## config.mk

```make
export PLATFORM = sky130hd
export DESIGN_NAME = uart_char_rx
export DESIGN_NICKNAME = d
export VERILOG_FILES = /design/src/rtl/uart_char_rx.sv
export SDC_FILE = /design/constraint.sdc
export NUM_CORES = 1
export LEC_CHECK = 0
export CORE_UTILIZATION = 25
export CTS_CLUSTER_SIZE = 30
export DETAILED_ROUTE_END_ITERATION = 10
export MAX_ROUTING_LAYER = met4
export RECOVER_POWER = 50
export SLEW_MARGIN = 20
export SYNTH_ARGS = -nofsm -noshare
export SYNTH_HDL_FRONTEND = slang
export SYNTH_SLANG_ARGS = --single-unit
export TNS_END_PERCENT = 5
```

## constraint.sdc

```tcl
create_clock -name clk -period 5.3 [get_ports clk]
set_input_delay 0.53 -clock clk [delete_from_list [all_inputs] [get_ports clk]]
set_output_delay 0.53 -clock clk [all_outputs]
set_load 0.02 [all_outputs]
```

## src/rtl/uart_char_rx.sv

```systemverilog
// UART character receiver (8N1, LSB first, 16x oversampled) feeding the display cin/we input.
// Define UART_PARITY_EN to receive 8E1 frames with even-parity checking.
module uart_char_rx #(
    parameter int unsigned CLK_FREQ = 100_000_000,
    parameter int unsigned BAUD     = 9600
) (
    input  logic       clk,
    input  logic       reset,
    input  logic       rx,
    output logic [7:0] cout,
    output logic       we,
    output logic       frame_err,
    output logic       busy
);

    localparam int unsigned DIV   = CLK_FREQ / (BAUD * 16);
    localparam int unsigned DIV_W = (DIV > 1) ? $clog2(DIV) : 1;
    localparam int unsigned OS_W  = 4;
    localparam int unsigned IDX_W = 3;

    typedef enum logic [2:0] {
        IDLE,
        START,
        DATA,
`ifdef UART_PARITY_EN
        PARITY,
`endif
        STOP
    } state_t;

    state_t             state, state_n;
    logic [DIV_W-1:0]   div_cnt, div_cnt_n;
    logic [OS_W-1:0]    os_cnt, os_cnt_n;
    logic [IDX_W-1:0]   bit_idx, bit_idx_n;
    logic [7:0]         shreg, shreg_n;
    logic [7:0]         cout_n;
    logic               we_n, frame_err_n, busy_n;
    logic               rx_meta, rx_s;
    logic               tick_c, stop_ok_c;
`ifdef UART_PARITY_EN
    logic               par_bad, par_bad_n;
`endif

    // Two-flop synchronizer; resets to the idle line level
    always_ff @(posedge clk) begin
        if (reset) begin
            rx_meta <= 1'b1;
            rx_s    <= 1'b1;
        end else begin
            rx_meta <= rx;
            rx_s    <= rx_meta;
        end
    end

    assign tick_c = (div_cnt == DIV_W'(DIV - 1));

`ifdef UART_PARITY_EN
    assign stop_ok_c = rx_s & ~par_bad;
`else
    assign stop_ok_c = rx_s;
`endif

    // State and datapath registers
    always_ff @(posedge clk) begin
        if (reset) begin
            state     <= IDLE;
            div_cnt   <= '0;
            os_cnt    <= '0;
            bit_idx   <= '0;
            shreg     <= '0;
            cout      <= 8'h00;
            we        <= 1'b0;
            frame_err <= 1'b0;
            busy      <= 1'b0;
`ifdef UART_PARITY_EN
            par_bad   <= 1'b0;
`endif
        end else begin
            state     <= state_n;
            div_cnt   <= div_cnt_n;
            os_cnt    <= os_cnt_n;
            bit_idx   <= bit_idx_n;
            shreg     <= shreg_n;
            cout      <= cout_n;
            we        <= we_n;
            frame_err <= frame_err_n;
            busy      <= busy_n;
`ifdef UART_PARITY_EN
            par_bad   <= par_bad_n;
`endif
        end
    end

    // Next-state, counters and output strobes
    always_comb begin
        state_n     = state;
        div_cnt_n   = div_cnt;
        os_cnt_n    = os_cnt;
        bit_idx_n   = bit_idx;
        shreg_n     = shreg;
        cout_n      = cout;
        we_n        = 1'b0;
        frame_err_n = 1'b0;
`ifdef UART_PARITY_EN
        par_bad_n   = par_bad;
`endif

        // Divider held at zero in IDLE so sampling phase is set by the start edge
        if (state == IDLE) begin
            div_cnt_n = '0;
        end else if (tick_c) begin
            div_cnt_n = '0;
        end else begin
            div_cnt_n = div_cnt + DIV_W'(1);
        end

        if (tick_c) begin
            os_cnt_n = os_cnt + OS_W'(1);
        end

        case (state)
            IDLE: begin
                if (!rx_s) begin
                    state_n  = START;
                    os_cnt_n = '0;
`ifdef UART_PARITY_EN
                    par_bad_n = 1'b0;
`endif
                end
            end
            START: begin
                if (tick_c && os_cnt == OS_W'(7)) begin
                    if (!rx_s) begin
                        state_n   = DATA;
                        os_cnt_n  = '0;
                        bit_idx_n = '0;
                    end else begin
                        state_n = IDLE;
                    end
                end
            end
            DATA: begin
                if (tick_c && os_cnt == OS_W'(15)) begin
                    shreg_n   = {rx_s, shreg[7:1]};
                    bit_idx_n = bit_idx + IDX_W'(1);
                    if (bit_idx == IDX_W'(7)) begin
`ifdef UART_PARITY_EN
                        state_n = PARITY;
`else
                        state_n = STOP;
`endif
                    end
                end
            end
`ifdef UART_PARITY_EN
            PARITY: begin
                if (tick_c && os_cnt == OS_W'(15)) begin
                    if (rx_s != ^shreg) begin
                        par_bad_n = 1'b1;
                    end
                    state_n = STOP;
                end
            end
`endif
            STOP: begin
                // Return at mid stop bit so a following start edge is not missed
                if (tick_c && os_cnt == OS_W'(15)) begin
                    if (stop_ok_c) begin
                        cout_n = shreg;
                        we_n   = 1'b1;
                    end else begin
                        frame_err_n = 1'b1;
                    end
                    state_n = IDLE;
                end
            end
            default: begin
                state_n = IDLE;
            end
        endcase

        busy_n = (state_n != IDLE);
    end

endmodule

```

==> impl_metrics.ini, run 1 <==
[place]
place_inst = 283
routabilityCongestion = 0.761
portBuffers = 13
pre_cts_slack_ns = 2.91
dp_hpwl_mm = 2.16

[route]
drcViolationCount = 0
postRouteAntennaNets = 0
dr_wl_met3_um = 88
drt-initial-drc-count = 92
wl_met2_mm = 1.56
vias_per_cell = 4.85
maxUsedRoutingLayer = met4
dr_total_vias = 1410
met1_length_mm = 1.57
drt_first_pass_iters = 4
wire_per_inst_um = 11.1
drt-total-wl_mm = 3.23

[worst_setup_path]
worstPathArrival_ns = 2.59
required_ns = 5.52
critPathLaunchType = flop
endpoint_kind = flop
crit_buf_inv = 1
cp_slowest_cell = or4_1
cp_max_fo = 29
critical_path_class = flop to flop
max_stage_delay_ns = 0.73
cp_cell_sequence = inv_1, ha_1, and4b_1, nand3_1, or4_1, a21oi_1
cp_top_family = simple AND/OR/NAND/NOR gates

[timing]
fin_crit_sh_pct = 44.6
layout_setup_ws_ns = 2.94
setup_viol = 0
worstMarginPinSlew_ns = 0.942
hold_viol_final = 0
fmax_ghz = 0.423
max_slew_margin_pct = 37.0
finalSetupTns_ns = 0
skew_ns = 0.00653
rsz0062_at_grt = false
min_period_ns = 2.36
drv_slew = 0

[synthesis]
avgSynthCellArea_um2 = 8.65
synth_area_um2 = 1750
synth-main-ff-cell = dfxtp_1
synth.net_count = 210
ys_warn_count = 0
synth_seq_area_share_pct = 47.0
synth-seq-cells = 41
ys_types = 35
syn-instance-count = 202
synth_async_sr_flop_share_pct = 0
synth_edf_count = 0

[power]
leakage_uw = 0.000688
peakVddDrop_mv = 0.108
p_per_area_nw_per_um2 = 285

[global_routing]
grt_max_degree = 30
grt_usage_pct = 9.78
grt_overflow = 0
grt_pass1_wl_mm = 5.69
grt_pass1_vias = 1293
antenna_found_initial = 0

[cells_and_area]
final_common_cell = dfxtp_1
syn_to_final_growth_pct = 16.3
drive_above_1_share_pct = 6.16
layout_common_cells = 41 x dfxtp_1, 26 x a21oi_1, 24 x nand3_1, 21 x o21ai_0, 14 x nor2_1
fin_cells = 291
nNetsFinal = 218
n_antenna_cell = 0

[run_status]
outcome = finished clean

[floorplanning]
ioPinCount = 14
die_w_um = 85.6
start_util_pct = 25.9
num_rows = 30
die_h_um = 85.6
core_area_um2 = 6760
die_area_um2 = 7320

[run]
max_cap_viol_count = 0

[clock_network]
cts_made_buffers = 5
cts_root_buffer = clkbuf_8
htree_levels = 2
cts_hold_buf = 0
post_cts_resized = 0
post_cts_buffers = 0
clockBufferDepth = 2
clk_latency_ns = 0.29
cts_sinks = 41
cts_tree = yes
clkSlewWorstSetupHoldPaths_ns = 0.08

[min_path]
hold_path.class = flop to flop
path summary, 6_finish.rpt:
check                              from                    to  slack, ns  cells past startpoint
setup / recovery  div_cnt[0]$_SDFF_PP0_  os_cnt[3]$_SDFF_PP0_       2.94                      6
setup reg to reg  div_cnt[0]$_SDFF_PP0_  os_cnt[3]$_SDFF_PP0_       2.94                      6
hold / removal       rx_meta$_SDFF_PP1_       rx_s$_SDFF_PP1_       0.41                      1
hold reg to reg      rx_meta$_SDFF_PP1_       rx_s$_SDFF_PP1_       0.41                      1
state kept, by name, indices dropped and copies added, names as in the netlist:
signal / cells
busy: 1
state: 3
div_cnt: 10
rx_meta: 1
rx_s: 1
bit_idx: 3
cout: 8
frame_err: 1
shreg: 8
we: 1
os_cnt: 4
synthesized netlist by cell type (all sizes together) (4+ instances only):
cell     n  area (um^2)
dfxtp   41          821
a21oi   26          130
nand3   24          125
o21ai   21          105
nor2    14         52.6
nand2   10         37.5
clkbuf   8         30.0
xnor2    6         52.6
ha       5         62.6
nor3     5         25.0
buf      4         26.3
or2      4         25.0
metrics by stage:
| stage | area [um^2] | hold slack [ns] | total power (uW) | utilization [%] |
|---|---|---|---|---|
| 2_1_floorplan | 1750 | 0.389 | 329 | - |
| 3_3_place_gp | 1920 | 0.393 | 332 | 28.4 |
| 3_5_place_dp | 1920 | 0.396 | 333 | 28.4 |
| 4_1_cts | 2040 | 0.416 | 588 | 30.1 |
| 5_1_grt | 2030 | 0.438 | 603 | 30.1 |
| 6_report | 2030 | 0.412 | 579 | 30.1 |
cells by family after synthesis:
group                    Yosys count  synth area share, %
other                              1                0.215
AO/OA/AOI/OAI                     53                 16.2
AND/OR/NAND/NOR                   79                 24.9
buffers and inverters             14                 3.65
XOR/XNOR                           9                 4.51
flip-flops                        41                 47.0
adder cells (fa/ha/maj)            5                 3.58
routing by layer:
metal / track usage (%) / vias up
met5: - / -
met4: 3.64 / 0
met3: 2.31 / 3
met2: 16.2 / 22
met1: 11.5 / 649
li1: - / 736
layout make-up:
| cell class | instances | area, um^2 |
|---|---|---|
| fill | 720 | 4720 |
| multi-input combinational | 147 | 857 |
| sequential | 41 | 821 |
| timing repair buffer | 13 | 130 |
| tap | 80 | 100 |
| clock buffer | 7 | 86.3 |
| clock inverter | 1 | 30.0 |
| inverter | 2 | 7.51 |
where the power goes:
group	internal, uW	leakage [uW]	switching [uW]
clock network	153	0.0000585	101
logic	4.55	0.000299	7.15
registers	310	0.000331	2.96
Power figures use the tool's default switching activity.
==> run 2, diff against run 1 <==
==> constraint.sdc (replaced) <==
create_clock -name clk -period 2.3 [get_ports clk]
set_input_delay 0.23 -clock clk [delete_from_list [all_inputs] [get_ports clk]]
set_output_delay 0.23 -clock clk [all_outputs]
set_load 0.02 [all_outputs]
==> impl_metrics.ini, run 2 (same netlist as run 1, synthesis figures left out) <==
[place]
pre_cts_slack_ns = 0.546
dp_hpwl_mm = 2.28
portBuffers = 13
placed_cell_area_um2 = 1940
routabilityCongestion = 0.762

[run_status]
outcome = finished clean

[clock_network]
cts_tree = yes
cts_sinks = 41
clk_latency_ns = 0.29
post_cts_resized = 0
clkSlewWorstSetupHoldPaths_ns = 0.08
htree_levels = 2
cts_hold_buf = 0
clockBufferDepth = 2
post_cts_buffers = 0
cts_root_buffer = clkbuf_8
cts_made_buffers = 5

[global_routing]
antenna_found_initial = 0
grt_pass1_wl_mm = 5.65
grt_max_degree = 26
grt_usage_pct = 9.86
grt_overflow = 0
grt_pass1_vias = 1271

[floorplanning]
die_area_um2 = 7320
die_h_um = 85.6
die_w_um = 85.6
ioPinCount = 14
core_area_um2 = 6760
num_rows = 30
start_util_pct = 25.9

[worst_setup_path]
cp_slowest_cell = or4_1
r2r_slack_ns = 0.44
critical_path_class = flop to flop
max_stage_delay_ns = 0.58
required_ns = 2.52
cp_max_fo = 12
cp_cell_sequence = inv_1, ha_1, and4b_1, nand3_1, or4_1, a21oi_1
worstPathArrival_ns = 2.09
critPathLaunchType = flop
endpoint_kind = flop

[power]
peakVddDrop_mv = 0.212
p_per_area_nw_per_um2 = 651
leakage_uw = 0.000699

[cells_and_area]
num-fill-cells = 710
drive_above_1_share_pct = 7.01
multiInputGateArea_um2 = 857
ff_latch_area_um2 = 821
final_common_cell = dfxtp_1
finalInstanceArea_um2 = 2050
syn_to_final_growth_pct = 17.4
layout_common_cells = 41 x dfxtp_1, 26 x a21oi_1, 24 x nand3_1, 21 x o21ai_0, 14 x nor2_1
n_antenna_cell = 0
biggestRegsByFlops = div_cnt (10), cout (8), shreg (8)
nNetsFinal = 221
top_register = div_cnt
largest_reg_flops = 10

[timing]
fin_crit_sh_pct = 81.0
max_slew_margin_pct = 26.2
finalSetupTns_ns = 0
layout_setup_ws_ns = 0.436
rsz0062_at_grt = false
worstMarginPinSlew_ns = 1.11
holdWs_ns = 0.414
skew_ns = 0.00936
fmax_ghz = 0.537
setup_viol = 0
hold_viol_final = 0
min_period_ns = 1.86
drv_slew = 0

[route]
maxUsedRoutingLayer = met4
drt-total-wl_mm = 3.29
met1_length_mm = 1.63
wire_per_inst_um = 11.2
wl_met2_mm = 1.53
vias_per_cell = 4.93
drt_first_pass_iters = 6
postRouteAntennaNets = 0
dr_wl_met3_um = 62
drt-initial-drc-count = 45
dr_total_vias = 1448
drcViolationCount = 0

[run]
max_cap_viol_count = 0

[min_path]
hold_path.class = flop to flop
-- run 2: cell count changes in the layout (fill, tap and decap cells not counted), sizes merged --
cell and delta:
clkbuf +1, buf +2
-- run 2: layout make-up --
class                      count  share of cell area [%]
multi-input combinational    147                    41.8
sequential                    41                    40.0
timing repair buffer          16                    7.26
tap                           80                    4.88
clock buffer                   7                    4.21
clock inverter                 1                    1.46
inverter                       2                   0.366
-- run 2: power by group --
group | switching, uW | internal [uW]
Sequential | 6.74 | 715
Combinational | 16.9 | 10.9
Clock | 233 | 354
Total | 256 | 1080
-- run 2: final timing paths --
| check | startpoint | endpoint | cells past startpoint |
|---|---|---|---|
| min reg2reg | rx_meta$_SDFF_PP1_ | rx_s$_SDFF_PP1_ | 1 |
| min | rx_meta$_SDFF_PP1_ | rx_s$_SDFF_PP1_ | 1 |
| max reg2reg | div_cnt[0]$_SDFF_PP0_ | os_cnt[3]$_SDFF_PP0_ | 6 |
| max | div_cnt[0]$_SDFF_PP0_ | os_cnt[3]$_SDFF_PP0_ | 6 |
-- run 2: per-stage QoR --
stage | instances | total power (uW) | utilization [%]
5_1_grt | 294 | 1380 | 30.4
3_5_place_dp | 286 | 768 | 28.8
6_report | 294 | 1340 | 30.4
2_1_floorplan | 202 | 757 | -
4_1_cts | 294 | 1350 | 30.5
3_3_place_gp | 286 | 768 | 28.8
-- run 2: worst max-delay path: cells and delay by family, from the launching register on --
| family | cells | cell delay [ns] |
|---|---|---|
| compound gates | 1 | 0.14 |
| fa+ha+maj | 1 | 0.13 |
| buf+inv | 1 | 0.06 |
| flops | 1 | 0.35 |
| simple gates | 3 | 1.10 |
-- run 2: layer usage --
| metal | global-route usage, % | up-vias |
|---|---|---|
| met5 | - | - |
| met4 | 4.55 | 0 |
| met3 | 2.02 | 6 |
| met2 | 16.8 | 14 |
| met1 | 11.1 | 680 |
| li1 | - | 748 |
==> RTL change 1 (flow settings as in run 2) <==
Change the localparam `OS_W` from 4 to 6.
--- a/src/rtl/uart_char_rx.sv
+++ b/src/rtl/uart_char_rx.sv
@@ -16,5 +16,5 @@
     localparam int unsigned DIV   = CLK_FREQ / (BAUD * 16);
     localparam int unsigned DIV_W = (DIV > 1) ? $clog2(DIV) : 1;
-    localparam int unsigned OS_W  = 4;
+    localparam int unsigned OS_W  = 6;
     localparam int unsigned IDX_W = 3;
 
Behaviour: no difference found for any inputs over 10 cycles, from zero or initial values and one cycle with reset high; that may be too few to reach the edited logic, so the function may still have changed.
==> RTL change 1 against run 2 <==
- worst setup slack worse by 0.17 ns
- power up 11%
- sequential cell count is 2 higher
- die area grew 12%
- core utilization is 0.59 points higher
- area after synthesis increased by 12%
- routed wire length grew 16%
- clock skew decreased by 0.0025 ns
- final area grew 12%
- critical path type unchanged
==> RTL change 1: results (changes against run 2) <==
[clock_network]
cts_resized=0  ; unchanged
h-tree-depth=2  ; unchanged
postCtsSetupRepairBufs=0  ; unchanged
numCtsBuffers=5  ; unchanged
max-clock-path-buffers=2  ; unchanged
path_clk_slew_ns=0.08  ; about the same
clock_latency_ns=0.30
root_buffer=clkbuf_8

[setup_path]
crit_family=simple AND/OR/NAND/NOR gates
ff2ff_path_depth=6  ; unchanged
slowest_stage=or4_4
max_stage_delay_ns=0.75  ; +0.17 ns
arrival_ns=2.16  ; +0.07 ns
critical_path_class=register to register
cp_max_fo=22  ; +10
r2r-end=cout[0]

[timing]
clock_skew_ns=0.00684  ; -0.00251 ns
worst_slack_ns=0.263  ; -0.173 ns
max-slew-margin-rel_pct=19.5  ; -6.8 points
finalSetupTns_ns=0  ; unchanged

[layout]
reg.largest.list=div_cnt x10, cout x8, shreg x8
final_cells=326  ; +11%
antenna_cells=0  ; unchanged
final_layout_size_suffix_gt1_share_pct=9.69  ; +2.7 points

[place]
dp_slack_ns=0.316  ; -0.230 ns
place_area_um2=2160  ; +11%
dp_hpwl_um=2600  ; +14%
placedCellCount=318  ; +11%
place_congestion=0.792  ; +3.9%
port_buffers=13  ; unchanged

[yosys]
syn_nets=227  ; +8.1%
async_reset_ff_share_pct=0  ; unchanged
synth_area_per_cell_um2=8.94  ; +3.4%
yosys_warnings=0  ; unchanged
post_synth_num_cell_types=40  ; +14%
ys_seq_area_share_pct=44.0  ; -3.0 points
synth_ff_type=dfxtp_1
synth.top_cells.by_count=43 x dfxtp_1, 24 x a21oi_1, 21 x nand4_1
synth_area_leaders=dfxtp_1 44%, nand4_1 6.7%, a21oi_1 6.1%

[hold_path]
hp-class=register to register

[status]
outcome=complete, no violations

[grt]
track_usage_pct=10.5  ; +0.64 points
met3_usage_pct=2.53  ; +0.50 points
grt_pass1_wl_um=6760  ; +20%
antenna_found_initial=0  ; unchanged
globalRouteMet1Util_pct=12.7  ; +1.6 points
grt_max_degree=26  ; unchanged
met2_usage_pct=16.7  ; -0.13 points
grt_pass1_vias=1459  ; +15%

[power_and_ir_drop]
intPower_mw=1.19  ; +11%
p_leak_nw=0.747  ; +6.8%
ir_worst_vdd_v=0.000237  ; +12%

[route]
drtIter0Drc=157  ; +250%
dr_wl_met3_um=120  ; +94%
top_layer_used=met4
wl_met2_um=1870  ; +22%
vias=1568  ; +8.3%
first_pass_iters=4  ; -2
drt_wl_total_um=3810  ; +16%
met1_length_um=1790  ; +9.9%

[RTL change 1: changes by cell type in the layout (fill, tap and decap cells not counted), sizes merged, moves of 3 or more]
cell / run 2 / this run
buf: 2 / 5
nand3: 24 / 6
nand4: 3 / 21
nor2: 14 / 20
nor4: 2 / 8
xnor2: 6 / 10
[RTL change 1: worst min-delay path by stage]
| stage | from | end | slack, ns |
|---|---|---|---|
| floorplan | rx | rx_meta | 0.33 |
| global placement | rx_meta | rx_s | 0.40 |
| detailed placement | rx_meta | rx_s | 0.40 |
| global route | rx_meta | rx_s | 0.44 |
| finish | rx_meta | rx_s | 0.41 |
| CTS | rx_meta | rx_s | 0.42 |
[RTL change 1: layout make-up]
type	instances	area, um^2
fillers	783	5120
multi-input cells	154	992
flip-flops and latches	43	861
repair buffers	19	171
well taps	99	124
clock buffers	6	72.6
clock inverters	2	60.1
inverters	3	11.3
[RTL change 1: kinds of logic (layout without fill, tap and decap cells)]
family	count (synthesis)	count (layout)	synth area share [%]
simple gates	85	85	27.5
buf+inv	22	30	5.37
xor+xnor	12	12	5.37
compound gates	50	50	13.9
fa+ha+maj	5	5	3.19
mux	1	1	0.511
flops	43	43	44.0
other cells	1	1	0.192
[RTL change 1: power groups by stage]
stage               combinational (mW)  clock, mW  sequential (mW)
global placement                0.0297          0            0.773
global route                    0.0320      0.741            0.757
detailed placement              0.0299          0            0.773
floorplan                       0.0237          0            0.770
CTS                             0.0299      0.717            0.755
finish                          0.0281      0.697            0.755
[RTL change 1: worst register-to-register path, cell delays in order, from the launching register on]
cell and delay, ns:
dfxtp_1 0.35, inv_1 0.07, ha_1 0.13, nand4b_1 0.27, or4_4 0.75, o21ai_0 0.21, a21oi_1 0.09
==> RTL change 2 (config.mk and constraints of run 2) <==
Made on the original files. `shreg` no longer has a reset.
--- a/src/rtl/uart_char_rx.sv
+++ b/src/rtl/uart_char_rx.sv
@@ -68,5 +68,4 @@
             os_cnt    <= '0;
             bit_idx   <= '0;
-            shreg     <= '0;
             cout      <= 8'h00;
             we        <= 1'b0;
@@ -81,5 +80,4 @@
             os_cnt    <= os_cnt_n;
             bit_idx   <= bit_idx_n;
-            shreg     <= shreg_n;
             cout      <= cout_n;
             we        <= we_n;
@@ -90,4 +88,8 @@
 `endif
         end
+    end
+
+    always_ff @(posedge clk) begin
+        shreg <= shreg_n;
     end
 
Function: no difference found for any inputs over 10 cycles, from zero or initial values and one cycle with reset high; that may be too few to reach the edited logic, so the function may still have changed.
==> RTL change 2 against run 2 <==
- final area increased by 1.3%
- count of clock-buffer cells in the layout decreased by 2
- non-clock buffer count up 2
- power rose by 0.87%
- clock skew is 0.0028 ns lower
- area after synthesis fell by 0.43%
- worst setup slack got worse by 0.17 ns
- routed wire length fell by 2.4%
- critical path depth down 2
- final cell count fell by 4.8%
- sequential power grew 2.8%
- sequential cell count did not move
==> RTL change 2: results (changes against run 2) <==
[yosys]
ys_seq_area_share_pct=51.8  ; +4.8 points
syn_nets=188  ; -10%
muxShareOfSynthArea_pct=2.30  ; +2.3 points
synth-edff-count=8  ; +8
synth_area_leaders=dfxtp_1 38%, edfxtp_1 14%, nand3_1 4.3%

[timing]
clock_skew_ns=0.00656  ; -0.00280 ns
worst_slew_pin_slew_ns=0.758  ; -0.349 ns
holdWs_ns=0.415  ; +0.00168 ns

[grt]
grt_pass1_wl_um=5600  ; -0.87%
met3_usage_pct=4.18  ; +2.2 points
grt_pass1_vias=1209  ; -4.9%
globalRouteMet1Util_pct=12.6  ; +1.5 points
met2_usage_pct=15.3  ; -1.5 points
track_usage_pct=10.4  ; +0.51 points
grt_max_degree=18  ; -31%

[route]
dr_wl_met3_um=136  ; +120%
drtIter0Drc=122  ; +170%
vias=1304  ; -9.9%
wl_per_cell_um=11.5  ; +2.4%

[layout]
nFillCells=703  ; -0.99%

[place]
placedCellCount=272  ; -4.9%
place_area_um2=1980  ; +2.1%

[setup_path]
cp_max_fo=6  ; -6
reg2reg_from=div_cnt[2]

[power_and_ir_drop]
p_per_area_nw_per_um2=648  ; -0.46%
p_leak_nw=0.700  ; +0.12%
power_clock_uw=579  ; -1%
p_sw_uw=278  ; +8.5%
ir_worst_vdd_v=0.000335  ; +58%

[status]
outcome=complete, no violations

-- RTL change 2: changes by cell type after synthesis, sizes merged, moves of 3 or more --
| cell | delta |
|---|---|
| a21oi | -16 |
| and3 | -3 |
| buf | -3 |
| clkbuf | -3 |
| dfxtp | -8 |
| edfxtp | +8 |
| mux2i | +4 |
| nand2 | +4 |
| nand3 | -9 |
| nor2 | +5 |
| nor4 | +3 |
| o21ai | -7 |
-- RTL change 2: area by class of cell --
class | instances | area share [%]
multi-input cells | 129 | 38.0
repair buffers | 18 | 7.53
clock buffers | 5 | 3.31
inverters | 4 | 0.722
well taps | 80 | 4.82
flip-flops and latches | 41 | 43.3
clock inverters | 3 | 2.23
-- RTL change 2: worst max-delay path, delay by kind of cell (launching register included) --
kind,cells,cell delay (ns)
simple gates,2,1.06
flops,1,0.37
compound gates,1,0.31
mux,1,0.21
